**src/rtl/dbg_inst_gen.sv**
```systemverilog
// Debug abstract-command instruction generator: turns register/memory access
// commands into RV32I/Zicsr program-buffer words and waits for the core to finish.
module dbg_inst_gen #(
    parameter logic [31:0] PBUF_BASE     = 32'h0000_0800,
    parameter logic [11:0] CSR_DSCRATCH0 = 12'h7B2,
    parameter logic [11:0] CSR_DSCRATCH1 = 12'h7B3
) (
    input  logic        clk,
    input  logic        rst,
    input  logic        cmd_valid_i,
    output logic        cmd_ready_o,
    input  logic [1:0]  cmd_type_i,
    input  logic [4:0]  cmd_regno_i,
    output logic        inst_valid_o,
    input  logic        inst_ready_i,
    output logic [31:0] inst_o,
    output logic [31:0] inst_addr_o,
    input  logic        exec_done_i,
    input  logic        exec_err_i,
    output logic        busy_o,
    output logic        cmd_done_o,
    output logic        cmd_err_o
);

    localparam int unsigned IDX_W = 3;

    localparam logic [6:0]  OP_SYSTEM = 7'b1110011;
    localparam logic [4:0]  X0        = 5'd0;
    localparam logic [4:0]  X8        = 5'd8;
    localparam logic [4:0]  X9        = 5'd9;
    localparam logic [31:0] LW_X8     = 32'h0004_2403;
    localparam logic [31:0] SW_X9     = 32'h0094_2023;
    localparam logic [31:0] EBREAK    = 32'h0010_0073;

    localparam logic [1:0] T_REG_READ  = 2'd0;
    localparam logic [1:0] T_REG_WRITE = 2'd1;
    localparam logic [1:0] T_MEM_READ  = 2'd2;

    typedef enum logic [1:0] {
        S_IDLE  = 2'd0,
        S_ISSUE = 2'd1,
        S_WAIT  = 2'd2,
        S_DONE  = 2'd3
    } state_t;

    state_t             state;
    logic [1:0]         type_q;
    logic [4:0]         regno_q;
    logic [IDX_W-1:0]   idx;
    logic [IDX_W-1:0]   idx_nxt;

    function automatic logic [31:0] csrrw(input logic [11:0] csr, input logic [4:0] rd,
                                          input logic [4:0] rs1);
        return {csr, rs1, 3'b001, rd, OP_SYSTEM};
    endfunction

    function automatic logic [31:0] csrrs_x0(input logic [11:0] csr, input logic [4:0] rd);
        return {csr, X0, 3'b010, rd, OP_SYSTEM};
    endfunction

    // Index of the terminating ebreak for each command type.
    function automatic logic [IDX_W-1:0] last_idx(input logic [1:0] t);
        case (t)
            T_REG_READ, T_REG_WRITE: return IDX_W'(1);
            T_MEM_READ:              return IDX_W'(4);
            default:                 return IDX_W'(5);
        endcase
    endfunction

    function automatic logic [31:0] encode(input logic [1:0] t, input logic [4:0] r,
                                           input logic [IDX_W-1:0] i);
        logic [31:0] w;
        w = EBREAK;
        case (t)
            T_REG_READ:  if (i == IDX_W'(0)) w = csrrw(CSR_DSCRATCH0, X0, r);
            T_REG_WRITE: if (i == IDX_W'(0)) w = csrrs_x0(CSR_DSCRATCH0, r);
            T_MEM_READ: begin
                case (i)
                    IDX_W'(0), IDX_W'(3): w = csrrw(CSR_DSCRATCH1, X8, X8);
                    IDX_W'(1):            w = LW_X8;
                    IDX_W'(2):            w = csrrw(CSR_DSCRATCH0, X0, X8);
                    default:              w = EBREAK;
                endcase
            end
            default: begin
                case (i)
                    IDX_W'(0), IDX_W'(4): w = csrrw(CSR_DSCRATCH1, X8, X8);
                    IDX_W'(1), IDX_W'(3): w = csrrw(CSR_DSCRATCH0, X9, X9);
                    IDX_W'(2):            w = SW_X9;
                    default:              w = EBREAK;
                endcase
            end
        endcase
        return w;
    endfunction

    assign idx_nxt = idx + IDX_W'(1);

    // Sequencer; every output is a register updated alongside the state.
    always_ff @(posedge clk) begin
        if (rst) begin
            state        <= S_IDLE;
            type_q       <= 2'd0;
            regno_q      <= 5'd0;
            idx          <= '0;
            cmd_ready_o  <= 1'b1;
            inst_valid_o <= 1'b0;
            inst_o       <= 32'd0;
            inst_addr_o  <= 32'd0;
            busy_o       <= 1'b0;
            cmd_done_o   <= 1'b0;
            cmd_err_o    <= 1'b0;
        end else begin
            case (state)
                S_IDLE: begin
                    if (cmd_valid_i) begin
                        state        <= S_ISSUE;
                        type_q       <= cmd_type_i;
                        regno_q      <= cmd_regno_i;
                        idx          <= '0;
                        cmd_ready_o  <= 1'b0;
                        busy_o       <= 1'b1;
                        inst_valid_o <= 1'b1;
                        inst_o       <= encode(cmd_type_i, cmd_regno_i, IDX_W'(0));
                        inst_addr_o  <= PBUF_BASE;
                    end
                end
                S_ISSUE: begin
                    if (exec_err_i) begin
                        // Abort: remaining words are dropped.
                        state        <= S_DONE;
                        inst_valid_o <= 1'b0;
                        inst_o       <= 32'd0;
                        inst_addr_o  <= 32'd0;
                        cmd_done_o   <= 1'b1;
                        cmd_err_o    <= 1'b1;
                    end else if (inst_ready_i) begin
                        if (idx == last_idx(type_q)) begin
                            state        <= S_WAIT;
                            inst_valid_o <= 1'b0;
                            inst_o       <= 32'd0;
                            inst_addr_o  <= 32'd0;
                        end else begin
                            idx         <= idx_nxt;
                            inst_o      <= encode(type_q, regno_q, idx_nxt);
                            inst_addr_o <= PBUF_BASE + 32'({idx_nxt, 2'b00});
                        end
                    end
                end
                S_WAIT: begin
                    if (exec_err_i || exec_done_i) begin
                        state      <= S_DONE;
                        cmd_done_o <= 1'b1;
                        cmd_err_o  <= exec_err_i;
                    end
                end
                default: begin
                    state       <= S_IDLE;
                    cmd_done_o  <= 1'b0;
                    cmd_err_o   <= 1'b0;
                    cmd_ready_o <= 1'b1;
                    busy_o      <= 1'b0;
                    idx         <= '0;
                end
            endcase
        end
    end

endmodule

```
**config.mk**
```make
export PLATFORM = sky130hd
export DESIGN_NAME = dbg_inst_gen
export DESIGN_NICKNAME = d
export VERILOG_FILES = /design/src/rtl/dbg_inst_gen.sv
export SDC_FILE = /design/constraint.sdc
export NUM_CORES = 1
export LEC_CHECK = 0
export ABC_AREA = 1
export CAP_MARGIN = 40
export CORE_ASPECT_RATIO = 0.5
export CORE_MARGIN = 4
export CORE_UTILIZATION = 25
export DETAILED_ROUTE_END_ITERATION = 10
export PLACE_DENSITY_LB_ADDON = 0.12
export SETUP_SLACK_MARGIN = 0.4
export SYNTH_ARGS = -nofsm -noshare
export SYNTH_HDL_FRONTEND = slang
export SYNTH_SLANG_ARGS = --single-unit
export TNS_END_PERCENT = 20
```
**constraint.sdc**
```tcl
create_clock -name clk -period 3.7 [get_ports clk]
set_input_delay 0.74 -clock clk [delete_from_list [all_inputs] [get_ports clk]]
set_output_delay 0.74 -clock clk [all_outputs]
set_load 0.01 [all_outputs]
```
Word level (Yosys, flattened, before mapping)
Index checks and enable logic that the tools add are counted.
- flip-flop bits (word level): 81
- input port bits: 13
- output and inout port bits: 69
- word-level logic and storage cells: 97
- add/subtract/negate cells: 2
- equality and inequality tests: 18
- muxes and demuxes: 45
- bitwise gates (word level): 3
- reduce and logical (&&, ||, !) cells: 18
- operator list (kind ; number):
    two-way mux 32 bit ; 7
    case mux 31 bit (3 select lines) ; 2
    case mux 32 bit (2 select lines) ; 2
    case mux 32 bit (3 select lines) ; 1
    two-way mux 31 bit ; 2
    case mux 21 bit (2 select lines) ; 1
    two-way mux 3 bit ; 8
    adder 12 x 5 -> 13 bit (first input constant) ; 1
    two-way mux 13 bit ; 1
    != test 2 bit (second input constant) ; 6
    two-way mux 2 bit ; 5
    OR reduction 2 bit ; 5
    case mux 3 bit (3 select lines) ; 1
    two-way mux 1 bit ; 8
    AND reduction 4 bit ; 2
    == test 2 x 1 -> 1 bit (second input constant) ; 3
    == test 3 x 2 -> 1 bit (second input constant) ; 2
    logical NOT 2 bit ; 3
    != test 3 bit (second input constant) ; 2
    case mux 1 bit (2 select lines) ; 3
    case mux 1 bit (3 select lines) ; 2
    case mux 2 bit (3 select lines) ; 1
    case mux 3 bit (2 select lines) ; 1
    AND reduction 3 bit ; 2
    other kinds (11) ; 15

Depth between registers and ports, before layout
Gate-level depths: netlist of run 1.
- depth in word-level cells: 12
- gate-level depth with buffers: 12
- mapped depth without buffers: 12

Least setup slack after synthesis of run 1
OpenSTA, ideal clock, no wires.
- path kind: reg2reg
- start: register state[0]
- end: register inst_o[5]
- setup time: 0.129 ns
- arrival time: 1.479 ns
- path slack: 2.092 ns
- stages on the path, launching flop included: 10
- path buffers: 1
- cell sequence: dfxtp_1 inv_1 ha_1 inv_1 nor2_4 a21oi_2 nand2_2 buf_6 a21oi_1 nor2_1
- longest elaborated chain between the ends: 3
- elaborated cells between the ends (all ways): 7
- ends and longest elaborated chain (what ; line ; RTL):
    from (decl) ; 46 ; state_t state;
    from (signal assigned) ; 102 ; state <= S_IDLE;
    from (signal assigned) ; 117 ; state <= S_ISSUE;
    from (signal assigned) ; 131 ; state <= S_DONE;
    == test 2 x 1 -> 1 bit or logical NOT 2 bit (tied branches) ; 114 ; case (state)
    != test 3 bit (no source line) (tied with other cells) ; - ;
    AND reduction 3 bit (no source line) ; - ;
    to (signal assigned) ; 124 ; inst_o <= encode(cmd_type_i, cmd_regno_i, IDX_W'(0));
    to (signal assigned) ; 145 ; inst_o <= encode(type_q, regno_q, idx_nxt);
    to (decl) ; 16 ; output logic [31:0] inst_o,
Several ways; a longest one is shown, not always the timed one.
A chain may end at the register's enable or synchronous reset.

Final worst setup path of run 1
- start: register state[1]
- end: register inst_o[10]
Same word-level chain as after synthesis.

==> results of run 1 <==
## routing by layer
layer  global-route usage, %  up-vias  share of wire [%]
met5                       0        -                  0
met4                    3.41        0                1.2
met3                    3.30        7                7.4
met2                    16.7       78                 40
met1                    15.8      969                 52
li1                        -     1084                  -
## cell families after synthesis
logic type               Yosys count  share of synthesized area, %
AND/OR/NAND/NOR                  117                          22.5
other                              1                         0.158
buffers and inverters             83                          21.5
adder cells (fa/ha/maj)            9                          4.75
AO/OA/AOI/OAI                     85                          18.9
flip-flops                        38                          32.1
## cell usage after synthesis
master | number | share of area, %
o2111ai_1 | 1 | 0.37
nand3_1 | 15 | 3.2
conb_1 | 1 | 0.16
nor3_1 | 5 | 1.1
nor2_2 | 2 | 0.53
nor3_2 | 1 | 0.42
a21oi_1 | 39 | 8.2
a211oi_1 | 1 | 0.32
dfxtp_1 | 38 | 32
nand2_2 | 4 | 1.1
buf_6 | 5 | 2.4
nand3b_1 | 1 | 0.32
a31oi_1 | 2 | 0.53
o211ai_1 | 3 | 0.95
inv_1 | 29 | 4.6
nand3_2 | 1 | 0.42
o21ai_1 | 1 | 0.21
nor2_8 | 1 | 0.84
ha_1 | 9 | 4.7
nand2_4 | 2 | 0.95
nor2_4 | 1 | 0.47
inv_2 | 3 | 0.47
nand2_1 | 53 | 8.4
o21ai_0 | 36 | 7.6
a21oi_2 | 2 | 0.74
clkbuf_1 | 3 | 0.47
buf_4 | 43 | 14
nor2_1 | 31 | 4.9
## power by group
group	total (mW)	internal, mW	leakage [nW]	switching [mW]
Clock	0.428	0.267	0.0739	0.161
Combinational	1.18	0.498	0.863	0.686
Sequential	0.688	0.565	0.314	0.123
Total	2.30	1.33	1.25	0.970
## worst min-delay path by stage
stage	from	end	slack, ns
3_3_place_gp	inst_valid_o	inst_valid_o	0.46
2_1_floorplan	regno_q[1]	inst_o[16]	0.45
5_1_grt	inst_addr_o[3]	inst_addr_o[3]	0.49
6_report	inst_valid_o	inst_valid_o	0.46
4_1_cts	inst_valid_o	inst_valid_o	0.47
3_5_place_dp	inst_valid_o	inst_valid_o	0.46
## state kept, by name, indices dropped and copies added (netlist names)
register      cells
idx               3
inst_addr_o       3
regno_q           5
cmd_err_o         1
inst_valid_o      1
inst_o           18
busy_o            1
type_q            2
cmd_done_o        1
state             2
cmd_ready_o       1
## area by class of cell
class	count	area, um2	share of cell area, %
Clock buffer	7	143	4.96
Clock inverter	1	5.00	0.174
Inverter	32	120	4.18
Multi-Input combinational cell	245	1220	42.5
Sequential cell	38	761	26.4
Tap cell	117	146	5.09
Timing Repair Buffer	48	478	16.6
## critical path: stages, from the launching register on
cell	delay [ns]
dfxtp_1	0.39
inv_1	0.08
ha_1	0.33
inv_2	0.26
nor2_1	0.11
nand2_1	0.12
nand2_4	0.08
nor2_8	0.21
o21ai_0	0.19
a31oi_1	0.19
a21oi_1	0.08
==> reports/metrics.yaml, run 1 <==
run_status:
  run_status: "finished, final reports clean"
place:
  dpl-instance-area_um2: 2730
  io_buffer_count: 47
  dp.cells: 480
  dp_hpwl_um: 5030
  gp_routability_congestion: 0.827
  pre_cts_slack_ns: 1.33
detailed_routing:
  routed_wl_um: 6290
  avgViaCountPerCell: 4.38
  ant_nets: 0
  post_drt_wl_per_cell_um: 12.9
  num_vias: 2138
  first_pass_iters: 4
  dr.first_iter.drc_count: 121
  drc: 0
timing:
  setup_violations: 0
  relSlewSlack_pct: 54.8
  holdWs_ns: 0.458
  post-route-period-util_pct: 58.9
  final_max_slew_viol_count: 0
  hold_viol: 0
  fin_worst_skew_ns: 0.00385
  setup_ws_ns: 1.52
  worst_slew_pin_slew_ns: 0.678
  fin_crit_ns: 2.18
  max_freq_mhz: 459
  rsz0062_at_grt: "no"
  fin_tns_setup_ns: 0
worst_hold_path:
  hold_path.class: "reg -> reg"
  min_path_cells: 2
critical_path:
  worst_ep_required_time_ns: 3.86
  r2r_slack_ns: 1.52
  startpoint: "state[1]"
  crit_type: "reg -> reg"
  cp-start-kind: "register"
  arrival_ns: 2.34
  worstSetupEndpointType: "register"
  endpoint: "inst_o[10]"
  crit_fanout: 18
  r2r_cells: 10
  r2r-end: "inst_o[10]"
  r2r_start: "state[1]"
finish:
  area_growth_pct: 21.3
  nets: 392
  final_cell_mix: "nand2_1 (53), clkdlybuf4s50_1 (47), a21oi_1 (39)"
  antennaDiodeCount: 0
  drive_above_1_share_pct: 6.74
  nFillCells: 985
  utilization_pct: 32.0
  final_area_um2: 2880
  fin_cells: 488
  layout_commonest_cell: "nand2_1"
die:
  die_h_um: 76.9
  num_io_pins: 82
  die_area_um2: 11200
  die_w_um: 146
  rows: 24
  initial_utilization_pct: 26.4
  coreArea_um2: 8980
pwr:
  cellLeakagePower_nw: 1.25
  p_total_mw: 2.30
  powerDensity_nw_per_um2: 799
  irDropWorstVdd_uv: 231
global_routing:
  grt_max_degree: 27
  grt.overflow.total: 0
  grt_pass1_wl_um: 10300
  antenna_found_initial: 0
  grt_usage_pct: 11.3
  grt_pass1_vias: 2046
run:
  cap_violations: 0
cts:
  cts_resized: 0
  cts_setup_buffers: 0
  cts_tree: "yes"
  holdBufCountCts: 0
  clk_latency_ns: 0.28
  path_clk_slew_ns: 0.06
  cts_root_buf: "clkbuf_16"
  cts.sinks: 38
  cts-buffers-inserted: 5
  htreeDepth: 2
  clk_path_buf_depth: 2
logic_synthesis:
  ys_seq_area_share_pct: 32.1
  yosysWarnings: 0
  synthCells: 333
  netlist_area_um2: 2370
  synth.avg_cell_area_um2: 7.12
  yosysUniqueCellTypes: 28
  synth_seq_cells: 38
Power figures use the tool's default switching activity.
==> inputs of run 2 (changes only) <==
clock period = 2.2 ns   (was 3.7 ns; I/O delays follow)
==> run 2 against run 1 <==
Net effect:
- register-to-register slack worse by 0.97 ns
- flip-flop and latch count unchanged
- clock skew up 0.0021 ns
- setup slack worse by 1.0 ns
- design area up 5.7%
- die area unchanged
- via count up 1.6%
- combinational power up 83%
- first-iteration DRC count down 17%
- critical endpoint is now inst_o[1]
- largest cell class unchanged
- largest power group unchanged
- highest routed layer unchanged
==> reports/metrics.yaml, run 2 (synthesis gave the netlist of run 1 again) <==
detailed_routing:
  dr_wl_met2_um: 2540  # was 2490 um
  drc: 0  # unchanged
  routed_wl_um: 6550  # was 6290 um
  top_layer_used: "met4"  # unchanged
  met1Wirelength_um: 3460  # was 3270 um
  route.met3.wl_um: 471  # was 463 um
  dr.first_iter.drc_count: 101  # was 121
  num_vias: 2172  # was 2,138
  avgViaCountPerCell: 4.35  # was 4.38
  ant_nets: 0  # unchanged
  first_pass_iters: 4  # unchanged
  post_drt_wl_per_cell_um: 13.1  # was 12.9 um
critical_path:
  cp-start-kind: "register"  # unchanged
  startpoint: "inst_o[1]"  # was state[1]
  r2r_start: "state[1]"  # unchanged
  crit_chain: "clkdlybuf4s50_1"  # was inv_1, ha_1, inv_2, nor2_1, nand2_1, nand2_4, nor2_8, o21ai_0, a31oi_1, a21oi_1
  arrival_ns: 1.25  # was 2.34 ns
  cpPeakStageDelay_ns: 0.57  # was 0.39 ns
  critPathTopFamily: "buffers and inverters"  # was simple AND/OR/NAND/NOR gates
  crit_type: "reg -> out"  # was reg -> reg
  worstSetupEndpointType: "output port"  # was register
  slowest_stage: "clkdlybuf4s50_1"  # was dfxtp_1
  critPathBufInv: 1  # was 2
  worst_ep_required_time_ns: 1.76  # was 3.86 ns
  crit_fanout: 4  # was 18
die:
  coreArea_um2: 8980  # unchanged
  die_w_um: 146  # unchanged
  initial_utilization_pct: 26.4  # unchanged
  rows: 24  # unchanged
  die_area_um2: 11200  # unchanged
  num_io_pins: 82  # unchanged
  die_h_um: 76.9  # unchanged
finish:
  largestRegisters: "inst_o: 18 flops, regno_q: 5 flops"  # unchanged
  nFillCells: 980  # was 985
  antennaDiodeCount: 0  # unchanged
  largest_register: "inst_o"  # unchanged
  drive_above_1_share_pct: 12.6  # was 6.74%
  fin_cells: 499  # was 488
  layout_commonest_cell: "nand2_1"  # unchanged
  multi_input_comb_area_um2: 1250  # was 1220 um2
  area_growth_pct: 28.3  # was 21.3%
  nets: 403  # was 392
  ff_latch_area_um2: 768  # was 761 um2
  final_cell_mix: "nand2_1 (53), clkdlybuf4s50_1 (46), a21oi_1 (39)"  # was nand2_1 (53), clkdlybuf4s50_1 (47), a21oi_1 (39)
  largest_reg_flops: 18  # unchanged
timing:
  fin_crit_ns: 1.69
  rsz0062_at_grt: "yes"  # was no
  max_freq_mhz: 593
  hold_viol: 0  # unchanged
  fin_worst_skew_ns: 0.00592  # was 0.00385 ns
  post-route-period-util_pct: 76.7
  fin_tns_setup_ns: 0  # unchanged
  setup_violations: 0  # unchanged
  final_max_slew_viol_count: 0  # unchanged
  setup_ws_ns: 0.514  # was 1.52 ns
pwr:
  p_sw_share_pct: 39.7  # was 42.2%
  switching_power_mw: 1.71  # was 0.970 mW
  powerDensity_nw_per_um2: 1410  # was 799 nW/um2
  pwr-share-comb_pct: 50.3  # was 51.5%
  power_frac_seq_pct: 27.0  # was 29.9%
  clkPwrFrac_pct: 22.7  # was 18.6%
  cellLeakagePower_nw: 1.34  # was 1.25 nW
  irDropWorstVdd_uv: 434  # was 231 uV
  p_int_mw: 2.60  # was 1.33 mW
global_routing:
  grt_pass1_vias: 2100  # was 2,046
  antenna_found_initial: 0  # unchanged
  grt.overflow.total: 0  # unchanged
  grt_usage_pct: 11.6  # was 11.3%
  grt_max_degree: 27  # unchanged
  grt_pass1_wl_um: 10500  # was 10,300 um
cts:
  clk_latency_ns: 0.29  # was 0.28 ns
  cts_root_buf: "clkbuf_16"  # unchanged
  htreeDepth: 2  # unchanged
  path_clk_slew_ns: 0.06  # about the same
  cts_tree: "yes"  # unchanged
  holdBufCountCts: 0  # unchanged
  cts-buffers-inserted: 5  # unchanged
  clk_path_buf_depth: 2  # unchanged
  cts.sinks: 38  # unchanged
run:
  cap_violations: 0  # unchanged
place:
  pre_cts_slack_ns: 0.144  # was 1.33 ns
  dp.cells: 485  # was 480
  io_buffer_count: 47  # unchanged
  dp_hpwl_um: 5050  # was 5030 um
  gp_routability_congestion: 0.802  # was 0.827
worst_hold_path:
  min-delay-start: "inst_valid_o"  # unchanged
  hold_path.class: "reg -> reg"  # unchanged
run_status:
  run_status: "finished, final reports clean"  # unchanged
run 2: power groups by stage:
stage	Sequential (mW)	Combinational (mW)	Clock [mW]
floorplan	1.20	1.33	0
global placement	1.17	2.04	0
detailed placement	1.17	2.05	0
CTS	1.16	2.08	0.987
global route	1.21	2.42	1.02
finish	1.16	2.16	0.976
run 2: layout make-up:
cell class	count	share of cell area (%)
flip-flops and latches	38	25.3
clock inverters	2	1.97
repair buffers	59	18.4
inverters	32	3.95
well taps	117	4.81
multi-input cells	245	41.0
clock buffers	6	4.57
run 2: path summary, 6_finish.rpt:
path             endpoint  slack, ns  cells after the start
max             inst_o[1]       0.51                      1
min          inst_valid_o       0.45                      2
max reg2reg     inst_o[6]       0.55                     11
min reg2reg  inst_valid_o       0.45                      2
run 2: per-layer routing:
layer  vias up  GRT usage (%)
met5         -              0
met4         0           3.41
met3         7           3.36
met2        84           16.4
met1       972           16.9
li1       1109              -
run 2: metrics by stage:
step	hold WS [ns]	cell area [um2]	util, %	total power [mW]
after floorplan	0.451	2490	-	2.53
after global placement	0.460	2770	30.8	3.21
after detailed placement	0.459	2770	30.8	3.22
after CTS	0.468	2980	33.1	4.22
after global routing	0.497	3040	33.9	4.66
final	0.454	3040	33.9	4.30
run 2: what timing repair did:
item | CTS | global route
setup buffers | 0 | 6
endpoints found under the setup margin | 11 | 33
pin swaps | 0 | 1
gates resized for setup | 2 | 15
run 2: worst reg2reg max path: cells and delay by family (launching register included):
family	cells	cell delay, ns
compound gates	1	0.12
simple gates	7	0.75
fa+ha+maj	1	0.20
buf+inv	2	0.16
flops	1	0.35
